## src/rtl/instr_encoder_loader_if.sv

```systemverilog
// instr_encoder_loader_if: descriptor handshake, instruction-memory write port and session status
interface instr_encoder_loader_if #(parameter int ADDR_W = 8);
    logic              start;
    logic              in_valid;
    logic              in_ready;
    logic [2:0]        op_class;
    logic [4:0]        rs;
    logic [4:0]        rt;
    logic [4:0]        rd;
    logic [15:0]       imm;
    logic [25:0]       target;
    logic              last;
    logic              imem_we;
    logic [ADDR_W-1:0] imem_addr;
    logic [31:0]       imem_wdata;
    logic              busy;
    logic              done;
    logic              err;
    logic [1:0]        err_cause;
    logic [ADDR_W:0]   count;

    modport master (
        output start, in_valid, op_class, rs, rt, rd, imm, target, last,
        input  in_ready, imem_we, imem_addr, imem_wdata, busy, done, err, err_cause, count
    );
    modport slave (
        input  start, in_valid, op_class, rs, rt, rd, imm, target, last,
        output in_ready, imem_we, imem_addr, imem_wdata, busy, done, err, err_cause, count
    );
endinterface

```

## src/rtl/instr_encoder_loader.sv

```systemverilog
// instr_encoder_loader: encodes instruction descriptors into MIPS words and writes them sequentially to imem
module instr_encoder_loader #(
    parameter int ADDR_W    = 8,
    parameter int BASE_ADDR = 0
) (
    input logic                   i_clk,
    input logic                   i_reset,
    instr_encoder_loader_if.slave bus
);
    localparam logic [2:0] S_IDLE   = 3'd0;
    localparam logic [2:0] S_ACCEPT = 3'd1;
    localparam logic [2:0] S_WRITE  = 3'd2;
    localparam logic [2:0] S_DONE   = 3'd3;
    localparam logic [2:0] S_ERR    = 3'd4;
    localparam logic [ADDR_W-1:0] L_BASE = ADDR_W'(BASE_ADDR);

    logic [2:0]        r_state;
    logic              r_in_ready;
    logic              r_we;
    logic [ADDR_W-1:0] r_addr;
    logic [31:0]       r_wdata;
    logic              r_busy;
    logic              r_done;
    logic              r_err;
    logic [1:0]        r_cause;
    logic [ADDR_W:0]   r_count;
    logic              r_last;
    logic              w_legal;
    logic [5:0]        w_opcode;
    logic [31:0]       w_enc;

    always_comb begin
        w_legal  = bus.op_class <= 3'd5;
        w_opcode = bus.op_class == 3'd0 ? 6'h00 :
                   bus.op_class == 3'd1 ? 6'h02 :
                   bus.op_class == 3'd2 ? 6'h03 :
                   bus.op_class == 3'd3 ? 6'h23 :
                   bus.op_class == 3'd4 ? 6'h2b : 6'h04;
        w_enc    = (bus.op_class == 3'd1 || bus.op_class == 3'd2) ? {w_opcode, bus.target} :
                   bus.op_class == 3'd0 ? {6'h00, bus.rs, bus.rt, bus.rd, 5'd0, 6'h20} :
                   {w_opcode, bus.rs, bus.rt, bus.imm};
    end

    always_ff @(posedge i_clk) begin
        if (!i_reset) begin
            r_state    <= S_IDLE;
            r_in_ready <= 1'b0;
            r_we       <= 1'b0;
            r_addr     <= L_BASE;
            r_wdata    <= '0;
            r_busy     <= 1'b0;
            r_done     <= 1'b0;
            r_err      <= 1'b0;
            r_cause    <= 2'b00;
            r_count    <= '0;
            r_last     <= 1'b0;
        end else begin
            case (r_state)
                S_ACCEPT: if (bus.in_valid) begin
                    r_in_ready <= 1'b0;
                    if (w_legal) begin
                        r_wdata <= w_enc;
                        r_last  <= bus.last;
                        r_we    <= 1'b1;
                        r_state <= S_WRITE;
                    end else begin
                        r_state <= S_ERR;
                        r_err   <= 1'b1;
                        r_cause <= 2'b01;
                        r_busy  <= 1'b0;
                    end
                end
                S_WRITE: begin
                    r_we    <= 1'b0;
                    r_count <= r_count + (ADDR_W+1)'(1);
                    if (r_last) begin
                        r_state <= S_DONE;
                        r_done  <= 1'b1;
                        r_busy  <= 1'b0;
                        r_addr  <= r_addr + ADDR_W'(1);
                    end else if (r_addr == '1) begin
                        // top of memory: stop rather than wrap onto earlier words
                        r_state <= S_ERR;
                        r_err   <= 1'b1;
                        r_cause <= 2'b10;
                        r_busy  <= 1'b0;
                    end else begin
                        r_addr     <= r_addr + ADDR_W'(1);
                        r_in_ready <= 1'b1;
                        r_state    <= S_ACCEPT;
                    end
                end
                default: if (bus.start) begin
                    r_state    <= S_ACCEPT;
                    r_in_ready <= 1'b1;
                    r_addr     <= L_BASE;
                    r_count    <= '0;
                    r_done     <= 1'b0;
                    r_err      <= 1'b0;
                    r_cause    <= 2'b00;
                    r_busy     <= 1'b1;
                end
            endcase
        end
    end

    assign bus.in_ready   = r_in_ready;
    assign bus.imem_we    = r_we;
    assign bus.imem_addr  = r_addr;
    assign bus.imem_wdata = r_wdata;
    assign bus.busy       = r_busy;
    assign bus.done       = r_done;
    assign bus.err        = r_err;
    assign bus.err_cause  = r_cause;
    assign bus.count      = r_count;
endmodule

```

## src/flat_wrapper.sv

```systemverilog
// flat-port wrapper written by rule: the top's interface ports become plain ports
module instr_encoder_loader_flat 
#(
    parameter int ADDR_W    = 8,
    parameter int BASE_ADDR = 0
)
  (i_clk, i_reset, bus_start, bus_in_valid, bus_op_class, bus_rs, bus_rt, bus_rd, bus_imm, bus_target, bus_last, bus_in_ready, bus_imem_we, bus_imem_addr, bus_imem_wdata, bus_busy, bus_done, bus_err, bus_err_cause, bus_count);
  instr_encoder_loader_if #(.ADDR_W(ADDR_W)) bus_i ();
  input logic i_clk;
  input logic i_reset;
  input wire logic [$bits(bus_i.start)-1:0] bus_start;
  input wire logic [$bits(bus_i.in_valid)-1:0] bus_in_valid;
  input wire logic [$bits(bus_i.op_class)-1:0] bus_op_class;
  input wire logic [$bits(bus_i.rs)-1:0] bus_rs;
  input wire logic [$bits(bus_i.rt)-1:0] bus_rt;
  input wire logic [$bits(bus_i.rd)-1:0] bus_rd;
  input wire logic [$bits(bus_i.imm)-1:0] bus_imm;
  input wire logic [$bits(bus_i.target)-1:0] bus_target;
  input wire logic [$bits(bus_i.last)-1:0] bus_last;
  output wire logic [$bits(bus_i.in_ready)-1:0] bus_in_ready;
  output wire logic [$bits(bus_i.imem_we)-1:0] bus_imem_we;
  output wire logic [$bits(bus_i.imem_addr)-1:0] bus_imem_addr;
  output wire logic [$bits(bus_i.imem_wdata)-1:0] bus_imem_wdata;
  output wire logic [$bits(bus_i.busy)-1:0] bus_busy;
  output wire logic [$bits(bus_i.done)-1:0] bus_done;
  output wire logic [$bits(bus_i.err)-1:0] bus_err;
  output wire logic [$bits(bus_i.err_cause)-1:0] bus_err_cause;
  output wire logic [$bits(bus_i.count)-1:0] bus_count;
  assign bus_i.start = bus_start;
  assign bus_i.in_valid = bus_in_valid;
  assign bus_i.op_class = bus_op_class;
  assign bus_i.rs = bus_rs;
  assign bus_i.rt = bus_rt;
  assign bus_i.rd = bus_rd;
  assign bus_i.imm = bus_imm;
  assign bus_i.target = bus_target;
  assign bus_i.last = bus_last;
  assign bus_in_ready = bus_i.in_ready;
  assign bus_imem_we = bus_i.imem_we;
  assign bus_imem_addr = bus_i.imem_addr;
  assign bus_imem_wdata = bus_i.imem_wdata;
  assign bus_busy = bus_i.busy;
  assign bus_done = bus_i.done;
  assign bus_err = bus_i.err;
  assign bus_err_cause = bus_i.err_cause;
  assign bus_count = bus_i.count;
  instr_encoder_loader #(.ADDR_W(ADDR_W), .BASE_ADDR(BASE_ADDR)) u_core (.i_clk(i_clk), .i_reset(i_reset), .bus(bus_i));
endmodule
```

## config.mk

```make
export PLATFORM = sky130hd
export DESIGN_NAME = instr_encoder_loader_flat
export DESIGN_NICKNAME = d
export VERILOG_FILES = /design/src/rtl/instr_encoder_loader_if.sv /design/src/rtl/instr_encoder_loader.sv /design/src/flat_wrapper.sv
export SDC_FILE = /design/constraint.sdc
export NUM_CORES = 1
export LEC_CHECK = 0
export ABC_AREA = 1
export BUFFER_PORTS_ARGS = -buffer_cell sky130_fd_sc_hd__buf_2
export CAP_MARGIN = 20
export CORE_ASPECT_RATIO = 0.5
export CORE_MARGIN = 1.5
export CORE_UTILIZATION = 50
export DETAILED_ROUTE_END_ITERATION = 6
export GPL_ROUTABILITY_DRIVEN = 0
export GPL_TIMING_DRIVEN = 0
export PLACE_DENSITY_LB_ADDON = 0.08
export SLEW_MARGIN = 20
export SYNTH_ARGS = -nofsm -noshare
export SYNTH_HDL_FRONTEND = slang
export SYNTH_SLANG_ARGS = --single-unit
```

## constraint.sdc

```tcl
create_clock -name i_clk -period 2.2 [get_ports i_clk]
set_clock_uncertainty 0.05 [all_clocks]
set_input_delay 0.11 -clock i_clk [delete_from_list [all_inputs] [get_ports i_clk]]
set_output_delay 0.11 -clock i_clk [all_outputs]
set_load 0.01 [all_outputs]
```

Yosys cells after proc, flatten, opt, wreduce, memory -nomap -nowiden --
Index checks and enable logic that the tools add are counted. Widths: inputs -> output; s select.
Storage, ports and cells: input bits 65, output and inout port bits 56, register bits 60
Operators by class: order comparisons 1, equality and inequality tests 16, reduce and logical (&&, ||, !) cells 14, mux-type cells 46, bitwise gates (word level) 1, $add $sub $neg 2
Operators with widths (number):
- $mux 32 | 2
- $mux 6 | 5
- $mux 8 | 3
- $pmux 9 s2 | 1
- $mux 1 | 16
- $pmux 8 s2 | 1
- $mux 3 | 5
- $reduce_and 3->1 | 4
- $mux 2 | 5
- $pmux 1 s2 | 5
- $add 9x1->9 const B | 1
- $eq 3x2->1 const B | 3
- $mux 9 | 1
- $add 8x1->8 const B | 1
- $eq 8x8->1 const B | 1
- $ne 2x2->1 const B | 4
- $reduce_and 4->1 | 2
- $eq 3x1->1 const B | 2
- $ne 2x1->1 const B | 3
- $pmux 3 s2 | 1
- $reduce_and 5->1 | 1
- $pmux 2 s2 | 1
- $reduce_and 2->1 | 2
- $reduce_bool 2->1 | 2
- 8 further kinds | 8

Longest topological paths before layout --
word-level depth 8, gate-level depth with buffers 9, depth with buffers taken out 9

Least setup slack after synthesis --
No wires, ideal clock.
path type register -> register, from register u_core.r_addr[0] (netlist: u_core.bus.imem_addr[0]), to register u_core.r_cause[0] (netlist: u_core.bus.err_cause[0]), required time 2037 ps, arrival time 1305 ps, library setup time 113 ps, cell stages (with the launch flop) 9, slack 732 ps, buffers on the path 0, cells stage by stage dfxtp_1 > ha_1 > nand2_1 > nor2_4 > nand2_1 > nand2_1 > nand3_2 > nor2_1 > nor2_1
On the way: word-level cells in the longest chain between the ends 3
RTL lines:
- from (decl) | RTL line instr_encoder_loader.sv:20 | logic [ADDR_W-1:0] r_addr;
- from (signal assigned) | RTL line instr_encoder_loader.sv:80 | r_addr <= r_addr + ADDR_W'(1);
- from (signal assigned) | RTL line instr_encoder_loader.sv:88 | r_addr <= r_addr + ADDR_W'(1);
- $eq 8x8->1 | RTL line instr_encoder_loader.sv:81 | end else if (r_addr == '1) begin
- $ne 2x1->1 (no line)
- $reduce_and 5->1 (no line)
- to (signal assigned) | RTL line instr_encoder_loader.sv:69 | r_cause <= 2'b01;
- to (signal assigned) | RTL line instr_encoder_loader.sv:85 | r_cause <= 2'b10;
- to (signal assigned) | RTL line instr_encoder_loader.sv:100 | r_cause <= 2'b00;
- to (decl) | RTL line instr_encoder_loader.sv:25 | logic [1:0] r_cause;
Every way passes these cells. A chain may end at the register's enable or synchronous reset.

Worst setup path after layout --
from register u_core.r_state[0], to register u_core.r_wdata[22] (netlist: u_core.bus.imem_wdata[22])
On the way: word-level cells in the longest chain between the ends 2
RTL lines:
- from (decl) | RTL line instr_encoder_loader.sv:17 | logic [2:0] r_state;
- from (signal assigned) | RTL line instr_encoder_loader.sv:46 | r_state <= S_IDLE;
- from (signal assigned) | RTL line instr_encoder_loader.sv:65 | r_state <= S_WRITE;
- from (signal assigned) | RTL line instr_encoder_loader.sv:67 | r_state <= S_ERR;
- $eq 3x1->1 | RTL line instr_encoder_loader.sv:58 | case (r_state)
- $reduce_and 3->1 (no line)
- to (signal assigned) | RTL line instr_encoder_loader.sv:62 | r_wdata <= w_enc;
- to (decl) | RTL line instr_encoder_loader.sv:21 | logic [31:0] r_wdata;
Every way passes these cells.

==> impl_results.md <==
- Nets@finish: 614
- Simple-gate share of the synthesized area: 0.260
- Post-Synth Adder-Cell Area: 0.00851
- Antenna Violating Nets Remaining: 0
- Die area: ~6400 µm²
- Power Density: just under 800 nW/µm²
- Setup ws final: 232 ps
- Final Hold Fails: 0
- Least-Margin Pin Slew: 559 ps
- Compound-Gate Fraction of Synth Area: 0.230
- Global-route wire length before repair: about 14 mm
- Startpoint types: flip-flop
- Core area: roughly 5600 µm²
- Clock slew at reported path FFs: 50 ps
- WL final: 8.49 mm
- Layout Area Growth over Synthesis: 38.0%
- Total number of vias: 3,219
- Leakage: 1.92 nW
- CP Data Arrival Time: 2190 ps
- Outcome: complete, no violations
- Critical-path top delay cell: dlygate4sd3_1
- Clock root buffer: clkbuf_16
- Fmax: 508 MHz
- Clock Tree Buf Depth: 2
- # IOs: 121
- Initial Util: 0.527
- Vias per Instance: 5.16
- Worst Path Required: 2420 ps
- Most numerous cell in the Yosys netlist: nand2_1
- Min cycle time layout: 1970 ps
- Worst rel slew slack: 0.628
- Primary FF master, synth: dfxtp_1
- Hold crit path type: input pin to flip-flop
- Sequential area share after synthesis: 0.402
- CP cell instances: inv_2 -> nor2_4 -> nand3_4 -> nor2_8 -> buf_4 -> o21ai_0 -> a21oi_1 -> dlygate4sd3_1
- Commonest cells post-synth: nand2_1 (99), dfxtp_1 (59), a21oi_1 (57)
- Initial antenna violation count: 0
- Post-synth ARST share: 0
- CTS sink count: around 60
- Syn Area/Cell: between 7 and 8 µm²
- Layout Utilization: 0.727
- Worst setup EP type: flip-flop
- All-Layer GR Usage: 0.269
- Die W: 111 µm
- Synth Warn #: 0
- Syn_nets: 469
- Gate Count Post-Synth: about 400
- Die height: ~57 µm
- Vias in the first global route: just under 3,000
- #FFs+latches synth: 59
- CTS resizes: 0
- Final Max Slew Viols: 0
- Post-synth top area share: 0.402
- XOR/XNOR Fraction of Synth Area: 0.00298
- Finished Layout Cells: ~620
- Router iterations before antenna repair: 4
- WL per Instance: between 10 and 15 µm
- CTS buffer count: 9
- Post-DP HPWL: 5.89 mm
- Mapped cell area: between 2000 and 3000 µm²
- Initial DRC count: 163
- CTS tree: done
- Fin Hold WS: 17.5 ps
- Area contributors post-synth: dfxtp_1 (40%), nand2_1 (13%), a21oi_1 (9.7%)
- Worst Path Max Fanout: 10
- Post-synthesis mux area share: 0
- Final Setup Violations: 0
- # DRC: 0
- Final period util: 0.894
- EDFF count, synth: 0
- Synth unique cells: 35
- Share of cells above drive strength 1: 0.321
- Num rows: 19
- Worst-Skew Late Latency: 320 ps
- Largest family of logic cells by synthesized area: simple AND/OR/NAND/NOR gates
- Largest net degree at the start of global routing: 11
- Global route overflow: 0
- CTS H-Tree Depth: 3
- Synth area leader: dfxtp_1
- Placed cells: 594
- Worst path max stage delay: about 560 ps
- Critical path class: flip-flop to flip-flop
- Final setup TNS: 0 ps
- Diode count: 0
- Worst VDD drop: 0.000649 V
- RSZ-0062 raised after global routing: false
- Number of max-cap violations: 0
- Setup Slack @ Placement: 594 ps
- PortBufs: 119
==> power by group <==
part,switching [W],total [W],leakage [nW],internal (W)
clock,0.000469,0.00131,0.141,0.000843
sequential,0.0000559,0.00120,0.479,0.00115
combinational,0.000361,0.000605,1.30,0.000244
total,0.000887,0.00312,1.92,0.00223
==> per-stage QoR <==
step           total power, W  cell area (µm²)
5_1_grt               0.00325             4060
3_3_place_gp          0.00179             3630
6_report              0.00312             4060
2_1_floorplan         0.00158             2940
3_5_place_dp          0.00179             3630
4_1_cts               0.00313             4060
==> sequential cells by signal, summed over array words and instances (netlist names) <==
signal,count
u_core.bus.done,1
u_core.r_state,3
u_core.bus.err,1
u_core.bus.imem_wdata,31
u_core.r_last,1
u_core.bus.err_cause,2
u_core.bus.busy,1
u_core.bus.imem_we,1
u_core.bus.imem_addr,8
u_core.bus.count,9
u_core.bus.in_ready,1
==> final cells by class <==
cell class	instances	area, µm²
Fill cell	482	1530
Tap cell	73	91.3
Sequential cell	59	1180
Inverter	35	134
Clock inverter	2	10.0
Clock buffer	13	270
Multi-Input combinational cell	288	1480
Buffer	20	149
Timing Repair Buffer	134	746
==> per-layer routing <==
metal	track usage	wire (µm)
met4	0.0995	142
met3	0.0808	565
met5	0	0
met1	0.338	3910
met2	0.446	3880
==> cells in the final DEF (no fill, tap or decap), drive strengths merged <==
master,synthesis,final
ha,2,2
a31oi,2,2
a21oi,64,64
clkbuf,5,18
a211oi,1,1
buf,15,134
a31o,1,1
nand3b,2,2
inv,35,35
clkinv,0,2
nand4,1,1
nand3,21,21
nand2,103,103
dlygate4sd3,0,15
o211ai,12,12
or2,1,1
o21ai,42,42
nor3,4,4
xor2,1,1
conb,1,1
nor2,29,29
dfxtp,59,59
nor3b,1,1
==> worst paths after layout <==
| kind | from | to | slack, ps | cells past startpoint |
|---|---|---|---|---|
| setup / recovery | u_core.r_state[0] | u_core.bus.imem_wdata[22] | 230 | 8 |
| hold reg to reg | u_core.bus.err | u_core.bus.err | 410 | 2 |
| hold / removal | bus_rt[2] | u_core.bus.imem_wdata[18] | 20 | 3 |
| setup reg to reg | u_core.r_state[0] | u_core.bus.imem_wdata[22] | 230 | 8 |
==> critical path, delay by kind of cell, from the launching register on <==
| family | cells | cell delay (ps) |
|---|---|---|
| DFF | 1 | 380 |
| and+or+nand+nor | 3 | 400 |
| buffers and inverters | 3 | 820 |
| AOI/OAI and AO/OA | 2 | 280 |
==> cell families (layout without fill, tap and decap cells) <==
family | Yosys count | count (layout)
AND/OR/NAND/NOR | 162 | 162
AO/OA/AOI/OAI | 122 | 122
XOR/XNOR | 1 | 1
other | 1 | 1
flip-flops | 59 | 59
adder cells (fa/ha/maj) | 2 | 2
buffers and inverters | 55 | 204
==> what timing repair did <==
action / 4_1_cts / 5_1_grt
endpoints found under the hold margin: 11 / 0
buffers inserted: 0 / 0
hold buffers: 15 / 0
(Power assumes the default switching activity.)
